[src/rtl/mem_arbiter.sv]
// Two-master round-robin memory arbiter: serialises core 0 / core 1 accesses onto one
// shared memory port, one access in flight, with a ready handshake and a one-cycle grant.
//
// state  | meaning
// IDLE   | no access in flight; pick a winner and latch its request
// ACCESS | mem_en high, waiting for mem_ready
// GRANT  | one-cycle completion pulse to the served core
module mem_arbiter #(
    parameter int WIDTH = 8
) (
    input  logic             clk,
    input  logic             reset,
    input  logic             memread0,
    input  logic             memwrite0,
    input  logic [WIDTH-1:0] adr0,
    input  logic [WIDTH-1:0] writedata0,
    input  logic             memread1,
    input  logic             memwrite1,
    input  logic [WIDTH-1:0] adr1,
    input  logic [WIDTH-1:0] writedata1,
    output logic             grant0,
    output logic             grant1,
    output logic [WIDTH-1:0] memdata0,
    output logic [WIDTH-1:0] memdata1,
    output logic             mem_en,
    output logic             mem_we,
    output logic [WIDTH-1:0] mem_adr,
    output logic [WIDTH-1:0] mem_wdata,
    input  logic [WIDTH-1:0] mem_rdata,
    input  logic             mem_ready
);

    typedef enum logic [1:0] {
        IDLE   = 2'd0,
        ACCESS = 2'd1,
        GRANT  = 2'd2
    } state_t;

    state_t           state_q;
    logic             last_q;
    logic             id_q;
    logic             grant0_q;
    logic             grant1_q;
    logic [WIDTH-1:0] memdata0_q;
    logic [WIDTH-1:0] memdata1_q;
    logic             mem_en_q;
    logic             mem_we_q;
    logic [WIDTH-1:0] mem_adr_q;
    logic [WIDTH-1:0] mem_wdata_q;

    logic             req0;
    logic             req1;
    logic             win_d;
    logic             we_d;
    logic [WIDTH-1:0] adr_d;
    logic [WIDTH-1:0] wdata_d;

    // On a tie the core that was not served last wins; read+write together counts as a write.
    always_comb begin
        req0    = memread0 | memwrite0;
        req1    = memread1 | memwrite1;
        win_d   = (req0 && req1) ? ~last_q : ~req0;
        we_d    = win_d ? memwrite1 : memwrite0;
        adr_d   = win_d ? adr1 : adr0;
        wdata_d = win_d ? writedata1 : writedata0;
    end

    always_ff @(posedge clk) begin
        if (reset) begin
            state_q     <= IDLE;
            last_q      <= 1'b1;
            id_q        <= 1'b0;
            grant0_q    <= 1'b0;
            grant1_q    <= 1'b0;
            memdata0_q  <= '0;
            memdata1_q  <= '0;
            mem_en_q    <= 1'b0;
            mem_we_q    <= 1'b0;
            mem_adr_q   <= '0;
            mem_wdata_q <= '0;
        end else begin
            case (state_q)
                IDLE: begin
                    if (req0 || req1) begin
                        id_q        <= win_d;
                        mem_en_q    <= 1'b1;
                        mem_we_q    <= we_d;
                        mem_adr_q   <= adr_d;
                        mem_wdata_q <= wdata_d;
                        state_q     <= ACCESS;
                    end
                end
                ACCESS: begin
                    if (mem_ready) begin
                        if (!mem_we_q) begin
                            if (id_q) memdata1_q <= mem_rdata;
                            else      memdata0_q <= mem_rdata;
                        end
                        grant0_q <= ~id_q;
                        grant1_q <= id_q;
                        last_q   <= id_q;
                        mem_en_q <= 1'b0;
                        mem_we_q <= 1'b0;
                        state_q  <= GRANT;
                    end
                end
                GRANT: begin
                    grant0_q <= 1'b0;
                    grant1_q <= 1'b0;
                    state_q  <= IDLE;
                end
                default: begin
                    state_q <= IDLE;
                end
            endcase
        end
    end

    assign grant0    = grant0_q;
    assign grant1    = grant1_q;
    assign memdata0  = memdata0_q;
    assign memdata1  = memdata1_q;
    assign mem_en    = mem_en_q;
    assign mem_we    = mem_we_q;
    assign mem_adr   = mem_adr_q;
    assign mem_wdata = mem_wdata_q;

endmodule

[config.mk]
export PLATFORM = sky130hd
export DESIGN_NAME = mem_arbiter
export DESIGN_NICKNAME = d
export VERILOG_FILES = /design/src/rtl/mem_arbiter.sv
export SDC_FILE = /design/constraint.sdc
export NUM_CORES = 1
export LEC_CHECK = 0
export ABC_AREA = 1
export CAP_MARGIN = 20
export CORE_MARGIN = 10
export CORE_UTILIZATION = 40
export CTS_BUF_LIST = sky130_fd_sc_hd__clkbuf_8
export CTS_CLUSTER_DIAMETER = 80
export DETAILED_ROUTE_END_ITERATION = 8
export PLACE_DENSITY_LB_ADDON = 0.05
export SYNTH_ARGS = -nofsm -noshare
export SYNTH_HDL_FRONTEND = slang
export SYNTH_SLANG_ARGS = --single-unit
[constraint.sdc]
create_clock -name clk -period 2.2 [get_ports clk]
set_input_delay 0.55 -clock clk [delete_from_list [all_inputs] [get_ports clk]]
set_output_delay 0.55 -clock clk [all_outputs]
set_load 0.03 [all_outputs]
==> impl_metrics.env, run 1 <==
export IMPL_powerDensity_nw_per_um2=706.6
export IMPL_leakage_nw=1.304
export IMPL_fp_row_count=24
export IMPL_criticalPathCategory="reg -> out"
export IMPL_chipWidth_um=88.39
export IMPL_first_iter_violations=67
export IMPL_worst_slack_ps=179.6
export IMPL_worst_setup_path_end_kind="output port"
export IMPL_slowest_delay_ps=740
export IMPL_place_ws_ps=257.4
export IMPL_vias=1909
export IMPL_synth_compound_area_share_pct=9.565
export IMPL_routedWlPerCell_um=12.96
export IMPL_crit_start="mem_we"
export IMPL_met2_length_um=2434
export IMPL_final_nets=403
export IMPL_rr_startpoint="state_q[0]"
export IMPL_maxCapViolations=0
export IMPL_ys_warn_count=0
export IMPL_grt_usage_pct=14.05
export IMPL_post_cts_resized=0
export IMPL_drive_above_1_share_pct=7.003
export IMPL_root_buffer="clkbuf_8"
export IMPL_crit_slowest_cell="clkdlybuf4s50_1"
export IMPL_die_h_um=88.39
export IMPL_final_cells=409
export IMPL_clock_fmax_mhz=495.0
export IMPL_hold_violations=0
export IMPL_worstSetupStartpointType="flop"
export IMPL_worstPathArrival_ps=1470
export IMPL_cts_max_level=2
export IMPL_grt_max_degree=22
export IMPL_dr_max_layer_used="met4"
export IMPL_seq_area_frac_synth_pct=42.81
export IMPL_clock_latency_ps=290
export IMPL_worst_slew_pin_slew_ps=442.5
export IMPL_place_hpwl_um=4077
export IMPL_core_area_um2=4444
export IMPL_tritoncts_num_buffers=5
export IMPL_antenna_found_initial=0
export IMPL_synth_xor_area_share_pct=0
export IMPL_synth_seq_cells=40
export IMPL_fin_setup_tns_ps=0
export IMPL_die_area_um2=7812
export IMPL_grt_pass1_vias=1972
export IMPL_path_buf_inv=1
export IMPL_fin_skew_ps=3.596
export IMPL_syn_nets=320
export IMPL_cts_setup_buffers=0
export IMPL_io_pins=83
export IMPL_syn_area_um2=1871
export IMPL_cts_num_sinks=40
export IMPL_path_delay_family="buffers and inverters"
export IMPL_avgSynthCellArea_um2=6.852
export IMPL_syn2layout_area_growth_pct=51.30
export IMPL_start_util_pct=42.09
export IMPL_synth_top_family_by_area="simple AND/OR/NAND/NOR gates"
export IMPL_cts_buffer_depth=2
export IMPL_hp_start="grant1"
export IMPL_fin_crit_ps=2020
export IMPL_yosys_area_share_simple_pct=33.98
export IMPL_drv_slew=0
export IMPL_muxShareOfSynthArea_pct=0
export IMPL_rsz0062_at_grt="no"
export IMPL_peakVddDrop_mv=0.4271
export IMPL_clk_pin_slew_worst_paths_ps=70
export IMPL_slew_headroom_pct=70.32
export IMPL_cts_hold_buf=0
export IMPL_setup_viol=0
export IMPL_grt_ovfl_total=0
export IMPL_viasPerCell=4.667
export IMPL_cts_tree="yes"
export IMPL_path_cells="clkdlybuf4s50_1"
export IMPL_critPathMaxFanout=4
export IMPL_detail_route_antenna_nets=0
export IMPL_grt_pass1_wl_um=8832
export IMPL_synth_distinct_cells=22
export IMPL_routed_wirelength_um=5302
export IMPL_numPortBuffers=82
export IMPL_outcome="completed"
export IMPL_drt_pass1_iterations=4
export IMPL_timing_final_crit_share_pct=91.84
export IMPL_hold_class="reg -> reg"
export IMPL_dr_wl_met3_um=572
export IMPL_cp_data_required_time_ps=1650
export IMPL_globalplace_congestion=0.8032
export IMPL_wl_met1_um=2229
export IMPL_final_util_pct=63.68
export IMPL_n_antenna_cell=0
export IMPL_syn_inst=273
export IMPL_post_route_drc_count=0
export IMPL_place_inst=401
export IMPL_synth_adder_area_share_pct=0
-- per-layer routing --
metal  GRT usage (%)  vias to the layer above
met2           23.38                       57
met4           5.580                        0
met1           14.78                      823
met5               0                        -
li1                -                     1023
met3           7.261                        6
-- report_power, final --
part	total [mW]	internal, mW	switching [mW]
clock network	0.587	0.332	0.255
logic	0.586	0.255	0.330
registers	0.828	0.790	0.0382
total	2.00	1.38	0.623
-- sequential cells by signal, indices dropped and copies added, names as in the netlist, 2 cells and up --
register	flops
memdata0	8
state_q	2
mem_wdata	8
memdata1	8
mem_adr	8
-- cell families after synthesis --
group	Yosys count
AO/OA/AOI/OAI	33
flip-flops	40
AND/OR/NAND/NOR	139
buffers and inverters	61
-- cell usage in the layout (no fill, tap or decap) --
master	count
buf_4	4
dfxtp_1	40
clkdlybuf4s50_1	82
nor2_4	2
nand2_2	3
inv_1	46
a21oi_1	21
o21ai_4	1
clkbuf_8	5
nor2_1	33
clkinv_2	1
o21ai_0	9
nand4_1	8
nand2_4	1
nand3_2	2
o211ai_1	1
nand3_1	33
inv_2	5
bufinv_16	1
o21ai_1	1
nor3_1	8
clkinv_1	1
nand2_1	49
-- worst register-to-register path: cells and delay by family, from the launching register on --
family,cells,cell delay [ps]
buffers and inverters,1,180
flip-flops,1,420
AND/OR/NAND/NOR,5,600
-- layout make-up --
type,count,area [um^2]
fill,452,1614
timing repair buffer,86,850.8
multi-input combinational,172,814.5
sequential,40,800.8
inverter,51,191.4
clock buffer,5,68.82
tap,52,65.06
clock inverter,3,38.79
-- worst paths after layout --
check        slack [ps]  cells after the start          end
min                 470                      2       grant1
max                 180                      1       mem_we
min reg2reg         470                      2       grant1
max reg2reg         930                      6  memdata0[3]
-- Yosys cell counts, drive strengths merged --
master / number / share of area, %
a21oi: 21 / 5.6
buf: 7 / 2.8
clkbuf: 3 / 0.60
clkinv: 1 / 0.20
dfxtp: 40 / 43
inv: 50 / 10
nand2: 53 / 11
nand3: 35 / 9.9
nand4: 8 / 2.7
nor2: 35 / 7.8
nor3: 8 / 2.1
o211ai: 1 / 0.40
o21ai: 11 / 3.5
-- per-stage QoR --
step	total power [mW]	hold slack, ps	cell area (um^2)
after global placement	1.432	451.3	2723
after CTS	2.031	472.8	2830
after floorplan	1.185	513.8	1871
after global routing	2.120	492.5	2830
after detailed placement	1.435	459.2	2723
final	2.000	466.3	2830
(Power assumes the default switching activity.)
==> inputs of run 2 (changes only) <==
--- a/config.mk
+++ b/config.mk
@@ -7,7 +7,6 @@
 export LEC_CHECK = 0
 export ABC_AREA = 1
 export CAP_MARGIN = 20
-export CORE_MARGIN = 10
 export CORE_UTILIZATION = 40
 export CTS_BUF_LIST = sky130_fd_sc_hd__clkbuf_8
 export CTS_CLUSTER_DIAMETER = 80
==> run 2 against run 1 <==
  * Clock power is 18% lower
  * Count of clock-buffer cells in the layout is 1 higher
  * Sequential power hardly changed
  * Sequential share of layout area is 0.25 points higher
  * Non-clock buffer count is 1 lower
  * Routed wire length is 15% lower
  * Register-to-register slack better by 40 ps
  * Via count is 0.58% higher
  * Largest power group unchanged
==> impl_metrics.env, run 2 (synthesis results as in run 1) <==
export IMPL_place_ws_ps=245.6
export IMPL_powerDensity_nw_per_um2=673.2
export IMPL_cts_max_level=2
export IMPL_antenna_found_initial=0
export IMPL_core_area_um2=4414
export IMPL_die_area_um2=4954
export IMPL_fin_skew_ps=3.811
export IMPL_grt_max_degree=22
export IMPL_io_pins=83
export IMPL_layout_common_cells="clkdlybuf4s50_1 (82), nand2_1 (49), inv_1 (47), dfxtp_1 (40)"
export IMPL_routedWlPerCell_um=11.02
export IMPL_cts_setup_buffers=0
export IMPL_path_buf_inv=1
export IMPL_final_cells=408
export IMPL_maxCapViolations=0
export IMPL_path_cells="clkdlybuf4s50_1"
export IMPL_cts_num_sinks=40
export IMPL_crit_slowest_cell="clkdlybuf4s50_1"
export IMPL_drt_pass1_iterations=4
export IMPL_syn2layout_area_growth_pct=49.97
export IMPL_globalplace_congestion=0.8339
export IMPL_hold_class="reg -> reg"
export IMPL_place_hpwl_um=3359
export IMPL_mostFrequentLayoutCell="clkdlybuf4s50_1"
export IMPL_worstSetupStartpointType="flop"
export IMPL_cts_hold_buf=0
export IMPL_viasPerCell=4.706
export IMPL_worst_slack_ps=199.9
export IMPL_post_dp_cell_area_um2=2715
export IMPL_rsz0062_at_grt="no"
export IMPL_final_util_pct=63.55
export IMPL_final_nets=402
export IMPL_peakVddDrop_mv=0.3604
export IMPL_start_util_pct=42.38
export IMPL_routed_wirelength_um=4495
export IMPL_grt_ovfl_total=0
export IMPL_cts_buffer_depth=2
export IMPL_critPathMaxFanout=4
export IMPL_leakage_nw=1.293
export IMPL_cp_data_required_time_ps=1650
export IMPL_final_area_um2=2805
export IMPL_fp_row_count=24
export IMPL_clock_fmax_mhz=500.0
export IMPL_setup_viol=0
export IMPL_clock_latency_ps=280
export IMPL_fin_crit_ps=2000
export IMPL_slowest_delay_ps=720
export IMPL_fin_setup_tns_ps=0
export IMPL_grt_pass1_wl_um=7341
export IMPL_cts_tree="yes"
export IMPL_worst_setup_path_end_kind="output port"
export IMPL_chipWidth_um=70.39
export IMPL_place_inst=400
export IMPL_vias=1920
export IMPL_detail_route_antenna_nets=0
export IMPL_n_antenna_cell=0
export IMPL_worstPathArrival_ps=1450
export IMPL_path_delay_family="buffers and inverters"
export IMPL_timing_final_crit_share_pct=90.91
export IMPL_numPortBuffers=82
export IMPL_worst_slew_pin_slew_ps=435.3
export IMPL_drive_above_1_share_pct=6.461
export IMPL_post_cts_resized=0
export IMPL_drv_slew=0
export IMPL_post_route_drc_count=0
export IMPL_clk_pin_slew_worst_paths_ps=70
export IMPL_die_h_um=70.39
export IMPL_slew_headroom_pct=70.80
export IMPL_hold_violations=0
export IMPL_grt_usage_pct=18.55
export IMPL_criticalPathCategory="reg -> out"
export IMPL_tritoncts_num_buffers=5
export IMPL_grt_pass1_vias=1695
export IMPL_first_iter_violations=77
export IMPL_outcome="completed"
export IMPL_root_buffer="clkbuf_8"
run 2: cell types whose count changed in the layout (fill, tap and decap cells not counted):
cell       delta
buf_4         -1
clkinv_2      -1
bufinv_16     -1
clkbuf_8      +1
inv_1         +1
run 2: metrics by stage:
| step | hold WS [ps] | power (mW) |
|---|---|---|
| finish | 458.4 | 1.888 |
| floorplan | 513.8 | 1.185 |
| global route | 493.3 | 1.995 |
| detailed placement | 458.0 | 1.426 |
| global placement | 455.5 | 1.423 |
| CTS | 468.1 | 1.905 |
run 2: layout make-up:
class | instances | area [um^2]
clock buffer | 6 | 82.58
clock inverter | 2 | 7.507
fill | 441 | 1609
inverter | 51 | 191.4
multi-input combinational | 172 | 814.5
sequential | 40 | 800.8
tap | 52 | 65.06
timing repair buffer | 85 | 843.3
run 2: per-layer routing:
layer,vias to the layer above,part of all wire (%),track usage [%]
met2,53,47,31.11
met4,0,1.2,6.667
met3,6,6.4,5.483
met5,-,0,0
met1,842,46,22.33
li1,1019,-,-
run 2: path summary, 6_finish.rpt:
check	startpoint	slack, ps	to	cells past startpoint
max	mem_we	200	mem_we	1
min	grant1	460	grant1	2
max reg2reg	state_q[0]	970	memdata0[6]	6
min reg2reg	grant1	460	grant1	2
run 2: report_power, final:
| part | switching (mW) | internal, mW |
|---|---|---|
| combinational | 0.325 | 0.252 |
| clock | 0.236 | 0.246 |
| sequential | 0.0392 | 0.790 |
| total | 0.600 | 1.29 |
==> inputs of run 3 (changes only) <==
--- a/config.mk
+++ b/config.mk
@@ -5,9 +5,10 @@
 export SDC_FILE = /design/constraint.sdc
 export NUM_CORES = 1
 export LEC_CHECK = 0
-export ABC_AREA = 1
 export CAP_MARGIN = 20
-export CORE_UTILIZATION = 40
+export CELL_PAD_IN_SITES_DETAIL_PLACEMENT = 0
+export CELL_PAD_IN_SITES_GLOBAL_PLACEMENT = 1
+export CORE_UTILIZATION = 34
 export CTS_BUF_LIST = sky130_fd_sc_hd__clkbuf_8
 export CTS_CLUSTER_DIAMETER = 80
 export DETAILED_ROUTE_END_ITERATION = 8
==> constraint.sdc (replaced) <==
create_clock -name clk -period 2.4 [get_ports clk]
set_input_delay 0.6 -clock clk [delete_from_list [all_inputs] [get_ports clk]]
set_output_delay 0.6 -clock clk [all_outputs]
set_load 0.03 [all_outputs]
==> run 3 against run 2 <==
  * Final cell count fell by 14%
  * Area after synthesis rose by 0.80%
  * Combinational power down 16%
  * Sequential share of layout area decreased by 0.36 points
  * Count of clock-buffer cells in the layout fell by 1
  * Clock power fell by 13%
  * Synthesized cell count down 27%
==> impl_metrics.env, run 3 <==
export IMPL_seq_area_frac_synth_pct=42.47
export IMPL_pwr_share_seq_pct=45.6
export IMPL_grt_pass1_wl_um=8052
export IMPL_routed_wirelength_um=4712
export IMPL_fin_setup_tns_ps=0
export IMPL_hold_class="reg -> reg"
export IMPL_cp_depth=1
export IMPL_drive_above_1_share_pct=10.68
export IMPL_vias=1751
export IMPL_final_util_pct=54.25
export IMPL_hold_violations=0
export IMPL_synth_area_top_cells="dfxtp_1 (42%), mux2i_1 (9.6%), a311oi_2 (8.0%)"
export IMPL_grt_pass1_vias=1718
export IMPL_fin_crit_ps=2040
export IMPL_die_area_um2=5848
export IMPL_tritoncts_num_buffers=5
export IMPL_clkPwrFrac_pct=25.1
export IMPL_worstSetupStartpointType="flop"
export IMPL_clk_pin_slew_worst_paths_ps=70
export IMPL_die_h_um=76.47
export IMPL_post_cts_resized=0
export IMPL_synth_seq_cells=40
export IMPL_peakVddDrop_mv=0.2417
export IMPL_power_frac_comb_pct=29.3
export IMPL_cts_hold_buf=0
export IMPL_globalplace_congestion=0.7550
export IMPL_r2r_cells=3
export IMPL_routedWlPerCell_um=13.42
export IMPL_rsz0062_at_grt="no"
export IMPL_async_reset_ff_share_pct=0
export IMPL_path_buf_inv=1
export IMPL_synth_most_common_cell="dfxtp_1"
export IMPL_viasPerCell=4.989
export IMPL_synth_distinct_cells=31
export IMPL_cts_buffer_depth=2
export IMPL_drt_pass1_iterations=4
export IMPL_path_cells="clkdlybuf4s50_1"
export IMPL_grt_max_degree=34
export IMPL_core_area_um2=5238
export IMPL_criticalPathCategory="reg -> out"
export IMPL_r2r_slack_ps=870
export IMPL_io_pins=83
export IMPL_worstPathArrival_ps=1440
export IMPL_ys_flop_type="dfxtp_1"
export IMPL_leakage_nw=1.040
export IMPL_chipWidth_um=76.47
export IMPL_numPortBuffers=82
export IMPL_cts_tree="yes"
export IMPL_reg2reg_to="memdata0[3]"
export IMPL_syn_nets=247
export IMPL_hold_depth=2
export IMPL_swShare_pct=30.84
export IMPL_drv_slew=0
export IMPL_path_delay_family="buffers and inverters"
export IMPL_critPathMaxFanout=6
export IMPL_syn_inst=200
export IMPL_clock_latency_ps=290
export IMPL_syn2layout_area_growth_pct=50.70
export IMPL_p_total_mw=1.663
export IMPL_p_int_mw=1.150
export IMPL_hp_start="memdata0[7]"
export IMPL_yosysTopAreaCell="dfxtp_1"
export IMPL_antenna_found_initial=0
export IMPL_detail_route_antenna_nets=0
export IMPL_slew_headroom_pct=74.29
export IMPL_grt_ovfl_total=0
export IMPL_crit_slowest_cell="clkdlybuf4s50_1"
export IMPL_outcome="completed"
export IMPL_maxCapViolations=0
export IMPL_fin_skew_ps=5.930
export IMPL_avgSynthCellArea_um2=9.428
export IMPL_min_to="memdata0[7]"
export IMPL_fp_row_count=26
export IMPL_post_route_drc_count=0
export IMPL_start_util_pct=36.00
export IMPL_synth_common_cells="dfxtp_1 (40), nand2_1 (27), a21oi_1 (21), nand3b_1 (19), mux2i_1 (18)"
export IMPL_cts_max_level=2
export IMPL_clock_fmax_mhz=490.3
export IMPL_root_buffer="clkbuf_8"
export IMPL_ys_warn_count=0
export IMPL_cp_data_required_time_ps=1800
export IMPL_setup_viol=0
export IMPL_n_antenna_cell=0
export IMPL_powerDensity_nw_per_um2=585.4
export IMPL_cts_setup_buffers=0
export IMPL_timing_final_crit_share_pct=84.99
export IMPL_synth_edf_count=0
export IMPL_final_nets=328
export IMPL_rr_startpoint="state_q[0]"
export IMPL_synth_top_area_share_pct=42.47
export IMPL_place_hpwl_um=3312
export IMPL_grt_usage_pct=17.24
export IMPL_worst_setup_path_end_kind="output port"
export IMPL_crit_start="mem_we"
export IMPL_cts_num_sinks=40
export IMPL_p_sw_mw=0.5131
export IMPL_hold_worst_slack_ps=454.5
export IMPL_worst_slew_pin_slew_ps=382.7
export IMPL_mostFrequentLayoutCell="clkdlybuf4s50_1"
export IMPL_first_iter_violations=41
export IMPL_syn_area_um2=1886
export IMPL_layout_common_cells="clkdlybuf4s50_1 (82), dfxtp_1 (40), nand2_1 (27), a21oi_1 (21), nand3b_1 (19)"
export IMPL_slowest_delay_ps=720
==> run 3: cell types whose count changed after synthesis, sizes merged, moves of 2 or more <==
cell,before,now
nand4,8,0
nand3,35,2
mux2i,0,18
nand2b,0,3
inv,50,1
nand2,53,27
a21o,0,2
o21ai,11,16
nor2,35,3
nand3b,0,19
clkbuf,3,11
a311oi,0,16
nor3,8,2
==> run 3: power groups by stage <==
stage / Combinational (mW) / Sequential [mW] / Clock [mW]
floorplan: 0.199 / 0.857 / 0
global placement: 0.487 / 0.774 / 0
detailed placement: 0.490 / 0.773 / 0
CTS: 0.492 / 0.758 / 0.430
global route: 0.525 / 0.767 / 0.464
finish: 0.487 / 0.759 / 0.418
==> run 3: area by class of cell <==
class / instances / area (um^2)
Timing Repair Buffer: 91 / 888.4
Sequential cell: 40 / 800.8
Tap cell: 70 / 87.58
Clock buffer: 5 / 68.82
Inverter: 2 / 7.507
Clock inverter: 2 / 8.758
Multi-Input combinational cell: 141 / 979.7
Fill cell: 502 / 2396
==> run 3: worst max-delay path by stage <==
stage                              end  slack, ps
after floorplan             mem_adr[0]        490
after detailed placement  mem_wdata[5]         80
final                           mem_we        360
after global placement      mem_adr[2]        160
after global routing            mem_we        270
after CTS                       mem_we        340
==> run 3: metrics by stage <==
stage                     instances  instance area (um^2)  setup WS [ps]
after global placement          344                  2764          162.0
final                           351                  2841          360.3
after CTS                       351                  2841          342.2
after detailed placement        344                  2764          78.98
after global routing            351                  2841          271.9
after floorplan                 200                  1886          485.6
==> run 3: layer usage <==
metal	GRT usage, %	vias to the layer above	routed length (um)
li1	-	892	-
met1	19.36	797	2081
met2	29.55	56	2251
met3	5.988	6	312
met4	7.115	0	66
met5	0	-	0
==> run 3: logic make-up (layout without fill, tap and decap cells) <==
logic type | after synthesis | in the layout | synth area share (%)
DFF | 40 | 40 | 42.47
buffers and inverters | 19 | 100 | 5.573
muxes | 18 | 18 | 9.555
and+or+nand+nor | 62 | 62 | 18.45
AOI/OAI and AO/OA | 61 | 61 | 23.95
